--- src/rtl/cordic_pkg.sv ---
// Shared widths, FSM state type and the Q3.12 atan(2^-i) table for the
// iterative CORDIC arctangent scheduler.
package cordic_pkg;

    localparam int ANGLE_W = 16;
    localparam int INT_W   = 18;
    localparam int OPER_W  = 16;
    localparam int ID_W    = 3;

    typedef enum logic [1:0] {
        IDLE = 2'd0,
        RUN  = 2'd1,
        DONE = 2'd2
    } state_e;

    function automatic logic signed [ANGLE_W-1:0] atan_tab(input logic [2:0] idx);
        logic signed [ANGLE_W-1:0] t;
        case (idx)
            3'd0:    t = 16'sd3217;
            3'd1:    t = 16'sd1899;
            3'd2:    t = 16'sd1003;
            3'd3:    t = 16'sd509;
            3'd4:    t = 16'sd256;
            3'd5:    t = 16'sd128;
            3'd6:    t = 16'sd64;
            default: t = 16'sd0;
        endcase
        return t;
    endfunction

endpackage

--- src/rtl/cordic_atan_iter.sv ---
// Vectoring-mode CORDIC datapath: x/y/z registers, one shift-add rotation per
// step, angle table lookup. Drives y towards zero and accumulates the angle in z.
module cordic_atan_iter
    import cordic_pkg::*;
#(
    parameter int ITERATIONS = 7
) (
    input  logic                      clk,
    input  logic                      rst,
    input  logic                      load,
    input  logic                      step,
    input  logic signed [OPER_W-1:0]  x_in,
    input  logic signed [OPER_W-1:0]  y_in,
    output logic signed [ANGLE_W-1:0] z_next,
    output logic                      last
);

    logic signed [INT_W-1:0]   x, y, x_sh, y_sh, x_nxt, y_nxt;
    logic signed [ANGLE_W-1:0] z, t;
    logic [2:0]                i;
    logic                      y_pos;

    // Both updates use the pre-step x and y so the rotation is simultaneous.
    always_comb begin
        x_sh  = x >>> i;
        y_sh  = y >>> i;
        t     = atan_tab(i);
        y_pos = !y[INT_W-1] && (y != '0);
        if (y_pos) begin
            x_nxt  = x + y_sh;
            y_nxt  = y - x_sh;
            z_next = z + t;
        end else begin
            x_nxt  = x - y_sh;
            y_nxt  = y + x_sh;
            z_next = z - t;
        end
    end

    assign last = (i == 3'(ITERATIONS - 1));

    always_ff @(posedge clk) begin
        if (rst) begin
            x <= '0;
            y <= '0;
            z <= '0;
            i <= '0;
        end else if (load) begin
            x <= {{(INT_W-OPER_W){x_in[OPER_W-1]}}, x_in};
            y <= {{(INT_W-OPER_W){y_in[OPER_W-1]}}, y_in};
            z <= '0;
            i <= '0;
        end else if (step) begin
            x <= x_nxt;
            y <= y_nxt;
            z <= z_next;
            i <= i + 3'd1;
        end
    end

endmodule

--- src/rtl/cordic_atan_sched.sv ---
// Multi-requester arctangent engine: arbiter, IDLE/RUN/DONE control and response
// registers around cordic_atan_iter. Define CORDIC_SCHED_RR_EN for round-robin.
module cordic_atan_sched
    import cordic_pkg::*;
#(
    parameter int NREQ       = 4,
    parameter int ITERATIONS = 7
) (
    input  logic                      clk,
    input  logic                      rst,
    input  logic [NREQ-1:0]           req_valid,
    output logic [NREQ-1:0]           req_ready,
    input  logic [NREQ*OPER_W-1:0]    req_x,
    input  logic [NREQ*OPER_W-1:0]    req_y,
    output logic                      rsp_valid,
    input  logic                      rsp_ready,
    output logic [ID_W-1:0]           rsp_id,
    output logic signed [ANGLE_W-1:0] rsp_atan,
    output logic                      busy,
    output state_e                    dbg_state
);

    // Handshakes: a request transfers in a cycle where req_valid[k] and
    // req_ready[k] are both high; a response transfers when rsp_valid and
    // rsp_ready are both high. rsp_* hold steady while rsp_valid waits.

    state_e                    state, state_nxt;
    logic                      grant_any, load, step, last;
    logic [ID_W-1:0]           grant_idx, job_id;
    logic [NREQ-1:0]           sh;
    logic signed [OPER_W-1:0]  sel_x, sel_y;
    logic signed [ANGLE_W-1:0] z_next;

`ifdef CORDIC_SCHED_RR_EN
    logic [ID_W-1:0] ptr;
    int              k;

    // Scan from the pointer downwards in offset so the nearest request wins.
    always_comb begin
        grant_any = 1'b0;
        grant_idx = '0;
        sh        = '0;
        k         = 0;
        for (int o = NREQ - 1; o >= 0; o--) begin
            k = int'(ptr) + o;
            if (k >= NREQ) k = k - NREQ;
            sh = req_valid >> k;
            if (sh[0]) begin
                grant_any = 1'b1;
                grant_idx = ID_W'(k);
            end
        end
    end

    always_ff @(posedge clk) begin
        if (rst) ptr <= '0;
        else if (load) ptr <= (grant_idx == ID_W'(NREQ - 1)) ? '0 : grant_idx + 1'b1;
    end
`else
    always_comb begin
        grant_any = 1'b0;
        grant_idx = '0;
        sh        = '0;
        for (int j = NREQ - 1; j >= 0; j--) begin
            sh = req_valid >> j;
            if (sh[0]) begin
                grant_any = 1'b1;
                grant_idx = ID_W'(j);
            end
        end
    end
`endif

    assign sel_x = req_x[int'(grant_idx)*OPER_W +: OPER_W];
    assign sel_y = req_y[int'(grant_idx)*OPER_W +: OPER_W];

    always_comb begin
        state_nxt = state;
        load      = 1'b0;
        step      = 1'b0;
        req_ready = '0;
        case (state)
            IDLE: if (grant_any) begin
                load      = 1'b1;
                req_ready = NREQ'(1) << grant_idx;
                state_nxt = RUN;
            end
            RUN: begin
                step = 1'b1;
                if (last) state_nxt = DONE;
            end
            DONE:    if (rsp_ready) state_nxt = IDLE;
            default: state_nxt = IDLE;
        endcase
    end

    always_ff @(posedge clk) begin
        if (rst) begin
            state     <= IDLE;
            rsp_valid <= 1'b0;
            rsp_atan  <= '0;
            rsp_id    <= '0;
            job_id    <= '0;
        end else begin
            state <= state_nxt;
            if (load) job_id <= grant_idx;
            if (step && last) begin
                rsp_valid <= 1'b1;
                rsp_atan  <= z_next;
                rsp_id    <= job_id;
            end else if (state == DONE && rsp_ready) begin
                rsp_valid <= 1'b0;
            end
        end
    end

    assign busy      = (state != IDLE);
    assign dbg_state = state;

    cordic_atan_iter #(
        .ITERATIONS (ITERATIONS)
    ) u_iter (
        .clk    (clk),
        .rst    (rst),
        .load   (load),
        .step   (step),
        .x_in   (sel_x),
        .y_in   (sel_y),
        .z_next (z_next),
        .last   (last)
    );

endmodule

--- config.mk ---
export PLATFORM = sky130hd
export DESIGN_NAME = cordic_atan_sched
export DESIGN_NICKNAME = d
export VERILOG_FILES = /design/src/rtl/cordic_pkg.sv /design/src/rtl/cordic_atan_iter.sv /design/src/rtl/cordic_atan_sched.sv
export SDC_FILE = /design/constraint.sdc
export NUM_CORES = 1
export LEC_CHECK = 0
export CAP_MARGIN = 40
export CORE_MARGIN = 8
export CORE_UTILIZATION = 29
export DETAILED_ROUTE_END_ITERATION = 8
export PLACE_DENSITY = 0.56
export REMOVE_ABC_BUFFERS = 1
export SYNTH_ARGS = -nofsm -noshare
export SYNTH_HDL_FRONTEND = slang
export SYNTH_SLANG_ARGS = --single-unit
--- constraint.sdc ---
create_clock -name clk -period 5.9 [get_ports clk]
set_input_delay 1.475 -clock clk [delete_from_list [all_inputs] [get_ports clk]]
set_output_delay 1.475 -clock clk [all_outputs]
set_load 0.01 [all_outputs]
---- After elaboration in Yosys (flattened, before gate mapping) ----
Cells that the tools add are included.
storage, ports and cells
  register bits after elaboration ......... 80
  input port bits ......................... 135
  word-level logic and storage cells ...... 71
operators by class
  add/sub/neg operators ................... 7
  equal/unequal tests ..................... 11
  shift operators ......................... 5
  multiplexer cells ....................... 27
  reductions and logical operators ........ 12
operators by type and width
  kind                   number
  $shiftx A64 B8 Y16     2
  $mux W18               6
  $pmux W12 S7           1
  $add A18 B18 Y18       2
  $sshr A18 B3 Y18       2
  $sub A18 B18 Y18       2
  $reduce_bool A18 Y1    1
  $add A16 B13 Y16       1
  $mux W16               1
  $sub A16 B13 Y16       1
  $mux W2                6
  $eq A3 B3 Y1 const B   3
  $mux W1                9
  $mux W4                2
  $eq A3 B2 Y1 const B   2
  $ne A2 B2 Y1 const B   3
  $pmux W2 S3            1
  $reduce_bool A2 Y1     3
  $shl A1 B3 Y4 const A  1
  $add A3 B1 Y3 const B  1
  $eq A3 B1 Y1 const B   1
  $logic_and A1 B1 Y1    3
  $logic_not A3 Y1       1
  $mux W3                1
  other kinds (6)        6

---- Logic depth before layout (Yosys ltp) ----
Gate-level depths: netlist of run 1.
  depth after elaboration ................. 7
  depth in mapped cells ................... 24
  depth with buffers taken out ............ 20

---- Modules after synthesis ----
A second synthesis of run 1 with hierarchy kept.
second synthesis, totals
  cells, all modules ...................... 1195
  area total of the unflattened synthesis .. 9171.3 um^2
by module, submodules not included
  module             times used  cells each  area an instance (um^2)  sequential area each (um^2)
  cordic_atan_iter   1           923         7315.8                   1101.1
  cordic_atan_sched  1           272         1855.5                   460.4

---- Least setup slack after synthesis of run 1 ----
OpenSTA, ideal clock, no wires.
  path type ............................... register to register
  start ................................... reg u_iter.i[2]
  end ..................................... reg u_iter.z[12]
  library setup time ...................... 0.128 ns
  arrival ................................. 4.294 ns
  required time ........................... 5.772 ns
  slack ................................... 1.478 ns
  stages on the path, launching flop included .. 22
  buffers on the path ..................... 4
  cells stage by stage .................... dfxtp_1 -> buf_2 -> inv_1 -> buf_2 -> clkbuf_1 -> buf_1 -> ha_1 -> o21bai_1 -> inv_1 -> ha_1 -> nand2_1 -> o21ai_0 -> fa_1 -> a21o_1 -> a21oi_1 -> o21bai_1 -> a2111o_1 -> a41oi_1 -> nor2b_1 -> xor2_1 -> o21a_1 -> nor2_1
between the ends
  longest elaborated chain between the ends .. 4
  elaborated cells between the ends (all ways) .. 11
  those cells by class .................... 2 x add/sub; 6 x eq/ne; 2 x mux; 1 x reduce/logical
ends and longest elaborated chain
  what                                                         RTL line                                        RTL
  start, declared                                              cordic_atan_iter.sv:20                          logic [2:0] i;
  start signal, assigned                                       cordic_atan_iter.sv:57                          i <= i + 3'd1;
  $eq A3 B3 Y1 (tied with other cells)                         cordic_pkg.sv:18                                case (idx)
  $pmux W12 S7 *                                               cordic_pkg.sv:18
  $sub A16 B13 Y16 / $add A16 B13 Y16 (equally long branches)  cordic_atan_iter.sv:36, cordic_atan_iter.sv:32
  $mux W16 *                                                   cordic_atan_iter.sv:29                          if (y_pos) begin
  end signal, assigned                                         cordic_atan_iter.sv:56                          z <= z_next;
  end, declared                                                cordic_atan_iter.sv:19                          logic signed [ANGLE_W-1:0] z, t;
Mark *: on every way between the ends. The rest lies on a longest branch, timed or not.
A chain may end at the register's enable or synchronous reset.

---- Worst setup path after layout of run 1 ----
  start ................................... reg u_iter.i[2]
  end ..................................... reg rsp_atan[12]
between the ends
  longest elaborated chain between the ends .. 4
  elaborated cells between the ends (all ways) .. 12
  those cells by class .................... 2 x add/sub; 6 x eq/ne; 2 x mux; 2 x reduce/logical
ends and longest elaborated chain
  what                                                         RTL line                                        RTL
  $eq A3 B3 Y1 (tied with other cells)                         cordic_pkg.sv:18, cordic_atan_iter.sv:40
  $pmux W12 S7                                                 cordic_pkg.sv:18
  $sub A16 B13 Y16 / $add A16 B13 Y16 (equally long branches)  cordic_atan_iter.sv:36, cordic_atan_iter.sv:32
  $mux W16                                                     cordic_atan_iter.sv:29
  end signal, assigned                                         cordic_atan_sched.sv:109                        rsp_atan <= z_next;
  end, declared                                                cordic_atan_sched.sv:18                         output logic signed [ANGLE_W-1:0] rsp_atan,
Several ways; a longest one is shown, not always the timed one.

==> impl_metrics.py, run 1 <==
metrics = {
    "run_status": {
        "status": "finished clean",
    },
    "clock_tree": {
        "post_cts_resized": 0,
        "post_cts_buffers": 0,
        "cts_buffers": 9,
        "clock_latency_ps": 360,
        "cts_tree": "yes",
        "cts-root-buf": "clkbuf_16",
        "cts_max_path_buffers": 2,
        "postCtsHoldBufs": 0,
        "clock-sinks": 78,
        "htree_levels": 3,
        "clk_pin_slew_ps": 70,
    },
    "critical_path": {
        "cp_top_family": "compound AO/OA/AOI/OAI gates",
        "rrSetupSlack_ps": 1100,
        "cp_slowest_cell": "dfxtp_1",
        "critPathKind": "reg -> reg",
        "critPathArrivalTime_ps": 5030,
        "timing.critical_path.buf_inv": 2,
        "cpPeakStageDelay_ps": 640,
        "r2r-end": "rsp_atan[12]",
        "cp_cell_sequence": "inv_1 > ha_1 > o21bai_1 > inv_1 > ha_1 > nand2_1 > o21ai_0 > fa_1 > a21o_1 > a21oi_1 > o21bai_1 > a2111o_1 > a41oi_1 > nor2b_1 > xor2_1 > o21a_1 > nor2_1",
        "path_max_fanout": 22,
        "rr_worst_depth": 17,
        "r2r_start": "u_iter.i[2]",
        "critPathLaunchType": "flip-flop",
        "end_kind": "flip-flop",
        "critPathLaunch": "u_iter.i[2]",
        "worstPathRequired_ps": 6140,
    },
    "grt": {
        "grt_overflow_total": 0,
        "grt_max_degree": 56,
        "first_global_vias": 8909,
        "antenna_found_initial": 0,
        "grt_pass1_wl_um": 46310,
        "track_usage_pct": 15.84,
    },
    "timing": {
        "timing.final.crit_period_ps": 4796,
        "setup_violations": 0,
        "fin_worst_skew_ps": 7.444,
        "tns_ps": 0,
        "max_slew_margin_pct": 43.03,
        "fin_crit_sh_pct": 81.29,
        "maxSlewViolCount": 0,
        "hold_viol": 0,
        "clock.fmax_mhz": 208.5,
        "rsz0062_at_grt": "false",
        "worst_pin_slew_ps": 851.4,
    },
    "final_layout": {
        "area_growth_pct": 26.64,
        "seqCellArea_mm2": 0.001564,
        "fill_cells": 3063,
        "insertedDiodeCount": 0,
        "drive_above_1_share_pct": 10.19,
        "multi_input_area_mm2": 0.006609,
        "final_cells": 1607,
        "final_nets": 1408,
    },
    "route": {
        "num_vias": 8509,
        "wire_per_inst_um": 17.55,
        "viasPerCell": 5.295,
        "first_pass_iters": 5,
        "ant_nets": 0,
        "routed_wl_um": 28200,
        "drt_iter0_drc": 524,
        "drc": 0,
    },
    "yosys": {
        "async_reset_ff_share_pct": 0,
        "yosys_warnings": 0,
        "synth_area_leader_cell": "dfxtp_1",
        "post-synth-top-count-cell": "nand2_1",
        "yosys-top-cells-area": "dfxtp_1 18%, ha_1 8.4%, a21oi_1 6.2%",
        "syn-cell-area_mm2": 0.008591,
        "synth_ff_type": "dfxtp_1",
        "synth_edf_count": 0,
        "ys_ff_latch": 78,
        "synth_top_area_share_pct": 18.18,
        "seq_area_frac_synth_pct": 18.18,
        "syn_area_per_cell_um2": 7.903,
        "synth_cell_types": 77,
        "synthCells": 1087,
        "synth_common_cells": "131 x nand2_1, 107 x a21oi_1, 98 x nor2_1",
    },
    "die": {
        "core_mm2": 0.02940,
        "die_w_um": 188.1,
        "initial_core_util_pct": 29.22,
        "num_rows": 63,
        "pin_count": 162,
        "die_y_um": 188.1,
        "dieArea_mm2": 0.03539,
    },
    "power": {
        "power_leakage_nw": 4.181,
        "ir_drop_mv": 0.1893,
        "power.density_mw_per_mm2": 358.4,
    },
    "hold_path": {
        "hp-class": "reg -> reg",
        "hold_depth": 2,
        "worstHoldStart": "rsp_valid",
        "hold_path_end": "rsp_valid",
    },
    "placed_design": {
        "placedCellCount": 1591,
        "dpl.hpwl_um": 21620,
        "io_buffers": 160,
        "gp_congestion": 0.8671,
    },
    "job": {
        "cap_violations": 0,
    },
}
[worst register-to-register path, delay by kind of cell, from the launching register on]
| kind | cells | cell delay, ps |
|---|---|---|
| fa+ha+maj | 3 | 1120 |
| compound gates | 8 | 1800 |
| xor+xnor | 1 | 210 |
| simple gates | 3 | 290 |
| buf+inv | 2 | 630 |
| flops | 1 | 640 |
[cells in the final DEF, fill, tap and decap left out, drive strengths merged, types with 4 or more instances in the layout]
cell type and n:
and2 12, and3 10, a22oi 6, inv 31
a21oi 107, xnor2 53, a31oi 7, o211ai 4
nor2b 15, xor2 31, mux2 42, dfxtp 78
nor2 100, nand2b 7, a2111oi 9, a31o 4
nor3 27, o21ai 70, mux4 19, a222oi 14
a211o 6, nand3 14, o21a 7, mux2i 32
a21o 15, o21bai 6, ha 58, a221o 5
clkbuf 10, buf 23, clkdlybuf4s50 159, nand2 133
a221oi 29, a211oi 15
[final cells by class]
cell class	count	share of cell area, %
Clock buffer	10	2.105
Clock inverter	6	0.6440
Inverter	29	1.001
Multi-Input combinational cell	912	60.75
Sequential cell	78	14.38
Tap cell	390	4.485
Timing Repair Buffer	182	16.64
[sequential cells by signal (all words and copies together), names as in the netlist]
| signal | flops |
|---|---|
| dbg_state | 2 |
| u_iter.z | 16 |
| rsp_id | 2 |
| rsp_atan | 16 |
| u_iter.x | 18 |
| job_id | 2 |
| rsp_valid | 1 |
| u_iter.y | 18 |
| u_iter.i | 3 |
[metrics by stage]
stage                     util, %  total power (W)  hold slack, ps  instance area, µm²  worst slack, ps
final                       37.00         0.003899           455.5               10880             1104
after global routing        37.00         0.004255           471.7               10880            661.0
after CTS                   37.00         0.003913           450.5               10880             1115
after detailed placement    35.98         0.003299           446.4               10580             1153
after global placement      35.78         0.003267           441.8               10520            979.0
after floorplan                 -         0.002662           426.0                8234            418.0
[kinds of logic after synthesis]
kind of cell | synth area share, %
and+or+nand+nor | 18.12
AOI/OAI and AO/OA | 25.63
buffers and inverters | 5.418
muxes | 14.90
xor gates and xnor gates | 8.564
DFF | 18.18
adders and majority gates | 9.147
other | 0.04365
[metal layers]
| layer | up-vias | global-route usage (%) | wire, µm |
|---|---|---|---|
| met5 | - | 0 | 0 |
| met4 | 0 | 3.182 | 357 |
| met3 | 20 | 3.120 | 1192 |
| met2 | 191 | 27.37 | 13550 |
| met1 | 4031 | 20.12 | 13110 |
| li1 | 4267 | - | - |
[how the worst max path moves through the flow]
stage	end	slack, ps	cells after the start
after CTS	rsp_atan[12]	1110	17
after detailed placement	req_ready[3]	1150	5
after global routing	u_iter.y[17]	660	17
final	rsp_atan[12]	1100	17
after floorplan	u_iter.z[15]	420	18
after global placement	u_iter.z[12]	980	18
[power by group]
part           internal [W]  switching (W)
Combinational       0.00118        0.00137
Clock              0.000331       0.000257
Sequential         0.000604       0.000162
No activity file was read; power rests on OpenSTA's default activity.
==> inputs of run 2 (changes only) <==
clock period = 4.51 ns   (was 5.9 ns; I/O delays follow)
==> run 2 against run 1 <==
Global-route usage grew 0.15 points. Cell area is 3.2% higher. Non-clock buffer count increased by 42. Die area is the same. Fmax is 14% higher. Worst hold slack got worse by 2.8 ps. First-iteration DRC count up 12%. Clock-buffer cell count is 1 lower. Final cell count rose by 2.6%. Sequential power up 27%. Total power up 35%. Critical endpoint is now rsp_atan[15]. Critical path type unchanged.
==> impl_metrics.py, run 2 (synthesized netlist as in run 1, its figures left out) <==
metrics = {
    "grt": {
        "antenna_found_initial": 0,
        "grt_pass1_wl_um": 46640,
        "grt_overflow_total": 0,
        "grt_max_degree": 57,
        "track_usage_pct": 15.99,
        "first_global_vias": 9033,
    },
    "clock_tree": {
        "clock_latency_ps": 360,
        "postCtsHoldBufs": 0,
        "clock-sinks": 78,
        "cts_max_path_buffers": 2,
        "cts_buffers": 9,
        "cts-root-buf": "clkbuf_16",
        "clk_pin_slew_ps": 80,
        "htree_levels": 3,
        "cts_tree": "yes",
    },
    "critical_path": {
        "critPathKind": "reg -> reg",
        "worstPathRequired_ps": 4780,
        "critPathLaunchType": "flip-flop",
        "r2r_start": "u_iter.i[1]",
        "cpPeakStageDelay_ps": 500,
        "critPathArrivalTime_ps": 4480,
        "rrSetupSlack_ps": 300,
        "end_kind": "flip-flop",
        "cp_cell_sequence": "clkinvlp_4 > ha_1 > or4_1 > o21ai_0 > nand2_1 > nor2_1 > a21oi_1 > xnor2_1 > ha_1 > and3_1 > and3_1 > nand3_1 > nand3_1 > a31o_2 > a21oi_1 > xor2_1 > xor2_1 > a211oi_1",
        "path_max_fanout": 11,
        "rr_worst_depth": 18,
        "r2r-end": "rsp_atan[15]",
        "cp_slowest_cell": "or4_1",
    },
    "timing": {
        "rsz0062_at_grt": "true",
        "setup_violations": 0,
        "timing.final.crit_period_ps": 4210,
        "tns_ps": 0,
        "clock.fmax_mhz": 237.5,
        "fin_crit_sh_pct": 93.35,
        "whs_ps": 452.7,
        "hold_viol": 0,
        "maxSlewViolCount": 0,
        "fin_worst_skew_ps": 15.15,
        "max_slew_margin_pct": 44.44,
        "worst_pin_slew_ps": 830.4,
    },
    "final_layout": {
        "insertedDiodeCount": 0,
        "final_nets": 1450,
        "drive_above_1_share_pct": 14.14,
        "final_cells": 1649,
        "area_growth_pct": 30.66,
        "final_util_pct": 38.18,
        "final_cell_mix": "159 x clkdlybuf4s50_1, 130 x nand2_1, 106 x a21oi_1",
        "final_common_cell": "clkdlybuf4s50_1",
        "top_regs": "u_iter.x (18), u_iter.y (18)",
    },
    "hold_path": {
        "hp-class": "reg -> reg",
        "hold_path_end": "rsp_atan[6]",
        "hold_depth": 2,
        "worstHoldStart": "rsp_atan[6]",
    },
    "power": {
        "total_power_w": 0.005273,
        "ir_drop_mv": 0.2172,
        "power_leakage_nw": 4.384,
        "power.density_mw_per_mm2": 469.8,
    },
    "route": {
        "ant_nets": 0,
        "num_vias": 8779,
        "wire_per_inst_um": 17.40,
        "routed_wl_um": 28690,
        "first_pass_iters": 5,
        "drc": 0,
        "drt_iter0_drc": 586,
        "viasPerCell": 5.324,
    },
    "job": {
        "cap_violations": 0,
    },
    "placed_design": {
        "dpl.hpwl_um": 22430,
        "gp_congestion": 0.9116,
        "io_buffers": 160,
        "placedCellCount": 1631,
    },
    "die": {
        "num_rows": 63,
        "dieArea_mm2": 0.03539,
        "initial_core_util_pct": 29.22,
        "die_y_um": 188.1,
        "core_mm2": 0.02940,
        "pin_count": 162,
        "die_w_um": 188.1,
    },
    "run_status": {
        "status": "finished clean",
    },
}
-- run 2: cell count changes in the layout (fill, tap and decap cells not counted), sizes merged --
cell      delta
clkinv       +4
inv          -1
clkinvlp     -1
bufinv       -1
buf         +41
-- run 2: critical path, delay by kind of cell, from the launching register on --
kind	cells	cell delay [ps]
flip-flops	1	460
AND/OR/NAND/NOR	7	1430
XOR/XNOR	3	520
AO/OA/AOI/OAI	5	940
buffers and inverters	1	170
adder cells (fa/ha/maj)	2	580
-- run 2: worst max-delay path by stage --
stage | end | slack, ps | from | depth (start not counted)
after detailed placement | u_iter.x[17] | 60 | u_iter.i[0] | 18
final | rsp_atan[15] | 300 | u_iter.i[1] | 18
after CTS | u_iter.x[17] | 40 | u_iter.i[0] | 18
after floorplan | u_iter.z[15] | -970 | u_iter.i[0] | 18
after global placement | u_iter.y[17] | 180 | u_iter.i[0] | 17
after global routing | u_iter.x[17] | -60 | u_iter.i[0] | 19
-- run 2: area by class of cell --
class / instances / area, µm²
clock inverter: 7 / 56.30
inverter: 29 / 112.6
tap: 390 / 488.0
timing repair buffer: 224 / 2110
fill: 3073 / 18180
clock buffer: 9 / 225.2
multi-input combinational: 912 / 6664
sequential: 78 / 1569
-- run 2: through the flow --
| step | setup WS [ps] | cell area (µm²) |
|---|---|---|
| global placement | 183.1 | 10860 |
| finish | 300.1 | 11220 |
| detailed placement | 64.47 | 10860 |
| CTS | 43.80 | 11140 |
| floorplan | -972.0 | 8234 |
| global route | -60.80 | 11220 |
-- run 2: layer usage --
| metal | vias to the layer above | track usage, % | wire length, µm |
|---|---|---|---|
| met1 | 4174 | 20.35 | 13010 |
| met2 | 227 | 27.13 | 13730 |
| met5 | - | 0 | 0 |
| met3 | 25 | 2.805 | 1371 |
| li1 | 4353 | - | - |
| met4 | 0 | 4.727 | 572 |
-- run 2: timing repair --
| action | in CTS | in global routing |
|---|---|---|
| setup endpoints to repair | 0 | 22 |
| resized for setup | 0 | 20 |
| setup buffers | 0 | 2 |
-- run 2: power by group --
group	switching, W	total (W)	internal (W)
Clock	0.000349	0.000728	0.000379
Sequential	0.000182	0.000972	0.000789
Combinational	0.00189	0.00357	0.00169
Total	0.00242	0.00527	0.00285
